File: src/rtl/tie_inq_beat_serializer.sv
// Pops wide entries from a TIE input queue and replays each one as a
// sequence of narrow beats on a valid/ready stream. The next entry is
// popped in the same cycle the last beat of the current entry is
// accepted, so back-to-back entries stream without a bubble.
//
// state   | meaning
// --------+-----------------------------------------------
// EMPTY   | hold register holds no entry, OutValid low
// SEND    | hold register holds an entry, beats being sent
module tie_inq_beat_serializer #(
    parameter int DATA_WIDTH = 96,
    parameter int BEAT_WIDTH = 32,
    parameter int MSB_FIRST  = 0,
    parameter int CNT_WIDTH  = 16
) (
    input  logic                  CLK,
    input  logic                  Reset,
    output logic                  TIE_INQ1_PopReq,
    input  logic [DATA_WIDTH-1:0] TIE_INQ1,
    input  logic                  TIE_INQ1_Empty,
    output logic                  OutValid,
    input  logic                  OutReady,
    output logic [BEAT_WIDTH-1:0] OutData,
    output logic                  OutLast,
    output logic [CNT_WIDTH-1:0]  EntryCount
);

    localparam int NBEATS = DATA_WIDTH / BEAT_WIDTH;
    localparam int IDX_W  = (NBEATS > 1) ? $clog2(NBEATS) : 1;
    localparam logic [IDX_W-1:0] LAST_IDX = IDX_W'(NBEATS - 1);

    typedef enum logic {
        ST_EMPTY = 1'b0,
        ST_SEND  = 1'b1
    } state_t;

    state_t                state;
    logic [DATA_WIDTH-1:0] hold_reg;
    logic [IDX_W-1:0]      beat_idx;
    logic [IDX_W-1:0]      beat_sel;
    logic                  hold_valid;
    logic                  beat_xfer;
    logic                  pop;

    assign hold_valid = (state == ST_SEND);
    assign OutValid   = hold_valid;
    assign OutLast    = hold_valid && (beat_idx == LAST_IDX);
    assign beat_xfer  = OutValid && OutReady;

    // A pop is only legal when the hold register is free now or is being
    // freed by the acceptance of its final beat this very cycle.
    assign pop = !Reset && !TIE_INQ1_Empty && (!hold_valid || (beat_xfer && OutLast));
    assign TIE_INQ1_PopReq = pop;

    // Map the beat counter onto the physical slice, honouring beat order.
    always_comb begin
        beat_sel = (MSB_FIRST != 0) ? (LAST_IDX - beat_idx) : beat_idx;
        OutData  = '0;
        for (int i = 0; i < NBEATS; i++) begin
            if (beat_sel == IDX_W'(i)) begin
                OutData = hold_reg[i*BEAT_WIDTH +: BEAT_WIDTH];
            end
        end
    end

    // Entry capture, beat stepping and entry counting.
    always_ff @(posedge CLK) begin
        if (Reset) begin
            state      <= ST_EMPTY;
            hold_reg   <= '0;
            beat_idx   <= '0;
            EntryCount <= '0;
        end else begin
            if (pop) begin
                // Covers both EMPTY->SEND and the gapless SEND->SEND refill.
                state      <= ST_SEND;
                hold_reg   <= TIE_INQ1;
                beat_idx   <= '0;
                EntryCount <= EntryCount + CNT_WIDTH'(1);
            end else if (state == ST_SEND && beat_xfer) begin
                if (beat_idx == LAST_IDX) begin
                    state    <= ST_EMPTY;
                    beat_idx <= '0;
                end else begin
                    beat_idx <= beat_idx + IDX_W'(1);
                end
            end
        end
    end

endmodule

File: config.mk
export PLATFORM = sky130hd
export DESIGN_NAME = tie_inq_beat_serializer
export DESIGN_NICKNAME = d
export VERILOG_FILES = /design/src/rtl/tie_inq_beat_serializer.sv
export SDC_FILE = /design/constraint.sdc
export NUM_CORES = 1
export LEC_CHECK = 0
export BUFFER_PORTS_ARGS = -buffer_cell sky130_fd_sc_hd__buf_2
export CAP_MARGIN = 40
export CORE_ASPECT_RATIO = 2
export CORE_MARGIN = 1
export CORE_UTILIZATION = 46
export CTS_BUF_LIST = sky130_fd_sc_hd__clkbuf_16
export DETAILED_ROUTE_END_ITERATION = 12
export MAX_ROUTING_LAYER = met4
export PLACE_DENSITY = 0.79
export RECOVER_POWER = 50
export SYNTH_ARGS = -nofsm -noshare
export SYNTH_HDL_FRONTEND = slang
export SYNTH_SLANG_ARGS = --single-unit
File: constraint.sdc
create_clock -name CLK -period 1.5 [get_ports CLK]
set_clock_uncertainty 0.1 [all_clocks]
set_input_delay 0.15 -clock CLK [delete_from_list [all_inputs] [get_ports CLK]]
set_output_delay 0.15 -clock CLK [all_outputs]
set_load 0.1 [all_outputs]
==> out/metrics.cfg, run 1 <==
[run_status]
status=did not finish
stop_stage=clock tree synthesis (4_1_cts)
first-error=[ERROR DPL-0033] detailed placement checks failed during check placement.

[clock_tree]
h-tree-depth=4
postCtsSetupRepairBufs=27
cts_buffers=17
cts.sinks=115
cts_resized=243
cts_buffer_depth=2
cts_root_buffer=clkbuf_16
cts_hold_buf=97

[logic_synthesis]
seq_area_frac_synth_pct=47.2
ys_top_cells_by_area=dfxtp_1 47%, nand2_1 18%, a21oi_1 11%, mux2i_1 6.6%, o21ai_0 2.9%
synth_area_per_cell_sq_um=7.66
synth_edf_count=0
async_flop_share_pct=0
ys.flop_type=dfxtp_1
syn_nets=738
synth.distinct_cells=34
yosys.area.top_type_share_pct=47.2
yosysMostFrequentCell=nand2_1
ys_ff_latch=115
netlist_area_sq_um=4880
netlist_instances=637
synth_common_cells=233 x nand2_1, 115 x dfxtp_1, 107 x a21oi_1, 35 x clkbuf_1, 32 x mux2i_1
synth_warnings=0
synth_top_cell_by_area=dfxtp_1

[placed_design]
placed_cells=906
gp_congestion=0.857
dpl-instance-area_sq_um=6980
portBuffers=150
hpwl_microns=9850

[die]
start_util_pct=47.8
die_h_microns=148
num_rows=52
pin_count=151
dieWidth_microns=74.8

## through the flow
stage	util, %	hold WS [ps]	setup WS, ps
3_5_place_dp	68.4	297	-88.7
3_3_place_gp	68.4	291	-48.3
2_1_floorplan	-	186	-280
## cells by family after synthesis
kind of cell,synth area share (%)
mux,7.03
buf+inv,4.44
simple gates,23.0
compound gates,17.1
flops,47.2
xor+xnor,1.08
fa+ha+maj,0.256
==> run 2, diff against run 1 <==
CORE_ASPECT_RATIO = default   (was 2)
CORE_UTILIZATION = 40   (was 46)
CTS_BUF_LIST = default   (was sky130_fd_sc_hd__clkbuf_16)
MAX_ROUTING_LAYER = default   (was met4)
PLACE_DENSITY = default   (was 0.79)
PLACE_DENSITY_LB_ADDON = 0.15   (was default)
clock period = 2 ns   (was 1.5 ns; I/O delays follow)
==> run 2 against run 1 <==
Compared with the run above:
- the flow now finishes without violations
- synthesized cell count unchanged
- area after synthesis stayed put
==> out/metrics.cfg, run 2 <==
[sta]
setup_viol=0
hold_viol=0
worst_pin_slew_ps=535
tns_ps=0
fmax_mhz=503
rsz0062_at_grt=true
fin_crit_sh_pct=99.5
timing.slew.headroom_pct=64.3
fin_crit_ps=1990
drv_slew=0
setup_ws_ps=10.0
hold_slack_ps=29.4

[worst_setup_path]
arrival_ps=1690
cp-start-kind=flip-flop
rr_endpoint=EntryCount[12]
reg2reg_from=beat_idx[0]
crit_path_end=OutData[22]
worstPathRequired_ps=1700
r2r_slack_ps=230
cp_max_fo=27
startpoint=beat_idx[0]
critical_path_class=reg -> out
end_kind=primary output
reg2reg_depth=4

[die]
die_area_sq_um=12600
core_area_sq_um=11700
dieWidth_microns=112  ; +50%
start_util_pct=41.8  ; -5.9 points
die_h_microns=112  ; -24%
num_rows=39  ; -25%
pin_count=151  ; unchanged

[logic_synthesis]
netlist_area_sq_um=4880  ; unchanged
yosysMostFrequentCell=nand2_1
synth_warnings=0  ; unchanged
ys.flop_type=dfxtp_1
synth.distinct_cells=34  ; unchanged
ys_ff_latch=115  ; unchanged
async_flop_share_pct=0  ; unchanged
ys_top_cells_by_area=dfxtp_1 47%, nand2_1 18%, a21oi_1 11%, mux2i_1 6.6%, o21ai_0 2.9%
synth_edf_count=0  ; unchanged
synth_common_cells=233 x nand2_1, 115 x dfxtp_1, 107 x a21oi_1, 35 x clkbuf_1, 32 x mux2i_1
synth_top_cell_by_area=dfxtp_1
syn_nets=738  ; unchanged
seq_area_frac_synth_pct=47.2  ; unchanged
synth_area_per_cell_sq_um=7.66  ; unchanged
netlist_instances=637  ; unchanged
yosys.area.top_type_share_pct=47.2  ; unchanged

[final_layout]
finalNetCount=966
layout_common_cells=233 x nand2_1, 115 x buf_2, 107 x a21oi_1
finalNonFillerCells=1021
layout-drive-gt1-share_pct=29.2
nFillCells=915
largest_reg_flops=96
antenna_cells=0
final_common_cell=nand2_1
syn_to_final_growth_pct=67.2

[grt]
grt_pass1_wl_microns=24000
overflow=0
grt_max_degree=92
antenna_found_initial=0
grt.total_usage_pct=23.8
grt_pass1_vias=5304

[pwr]
p_leak_nw=3.22
vdd_ir_drop_max_mv=0.495
power_density_nw_per_um2=807

[clock_tree]
worstSkewPairLatency_ps=400
clkTransAtPathRegs_ps=50
cts_buffers=17  ; unchanged
cts.sinks=115  ; unchanged
h-tree-depth=4  ; unchanged
cts_root_buffer=clkbuf_16
postCtsSetupRepairBufs=0  ; -100%
cts_buffer_depth=2  ; unchanged
cts_tree=done

[drt]
wirelength_microns=14300
drc=0
via_count=5086
viasPerCell=4.98
dr.pass1.iters=4
ant_nets=0
first_iter_violations=263
wl_per_cell_microns=14.0

[placed_design]
gp_congestion=0.793  ; -7.5%
pre_cts_ws_ps=270  ; +359 ps
portBuffers=150  ; unchanged
placed_cells=892  ; -1.5%
hpwl_microns=8420  ; -15%

[run_status]
status=finished clean

[worst_hold_path]
hold_path_depth=3
min_path_type=in -> reg

[run]
drv_cap=0

-- run 2: cell counts after synthesis --
Identical to the previous run, type by type.
-- run 2: worst min path at each step --
stage | start | to | slack (ps)
floorplan | TIE_INQ1[0] | hold_reg[0] | 240
global placement | hold_reg[39] | hold_reg[39] | 340
detailed placement | TIE_INQ1[74] | hold_reg[74] | 350
CTS | OutReady | beat_idx[1] | 7
global route | OutReady | beat_idx[1] | 50
finish | OutReady | beat_idx[1] | 30
-- run 2: worst max-delay path, cell delays in order (launching register included) --
cell and delay, ps:
dfxtp_4 420, buf_16 250, mux2i_2 290, o22ai_2 120, buf_12 180
-- run 2: metrics by stage --
step                      total power, mW  instance area, sq um  utilization, %
after detailed placement             3.63                  6530            56.0
after floorplan                      3.24                  5150               -
final                                6.58                  8160            69.9
after global placement               3.62                  6530            56.0
after CTS                            6.62                  8100            69.5
after global routing                 6.85                  8160            69.9
-- run 2: what timing repair did --
action,CTS,global route
hold buffers,97,0
resized for setup,10,14
cloned,0,0
endpoints found under the hold margin,97,0
endpoints found under the setup margin,25,18
-- run 2: kinds of logic (layout without fill, tap and decap cells) --
group           count (synthesis)  in the layout  synth area share [%]
simple gates                  272            272                  23.0
compound gates                157            157                  17.1
flops                         115            115                  47.2
buf+inv                        52            293                  4.44
mux                            34             34                  7.03
xor+xnor                        6              6                  1.08
fa+ha+maj                       1              1                 0.256
-- run 2: per-layer routing --
metal	GRT usage, %	wire length, microns	up-vias
met5	0	0	-
met4	12.2	414	0
met3	4.97	531	33
met2	42.3	7300	139
met1	27.0	6060	2328
li1	-	-	2586
-- run 2: final cells by class --
class	instances	area, sq um	share of cell area [%]
Sequential cell	115	2330	28.6
Multi-Input combinational cell	470	2680	32.8
Timing Repair Buffer	258	2390	29.3
Inverter	3	11.3	0.138
Tap cell	143	179	2.19
Clock inverter	3	15.0	0.184
Clock buffer	29	552	6.76
-- run 2: power by group --
group          switching, mW  total (mW)  internal [mW]
clock network          0.966        2.81           1.85
logic                  0.743        1.28          0.541
registers             0.0727        2.48           2.41
total                   1.78        6.58           4.80
(Power assumes the default switching activity.)
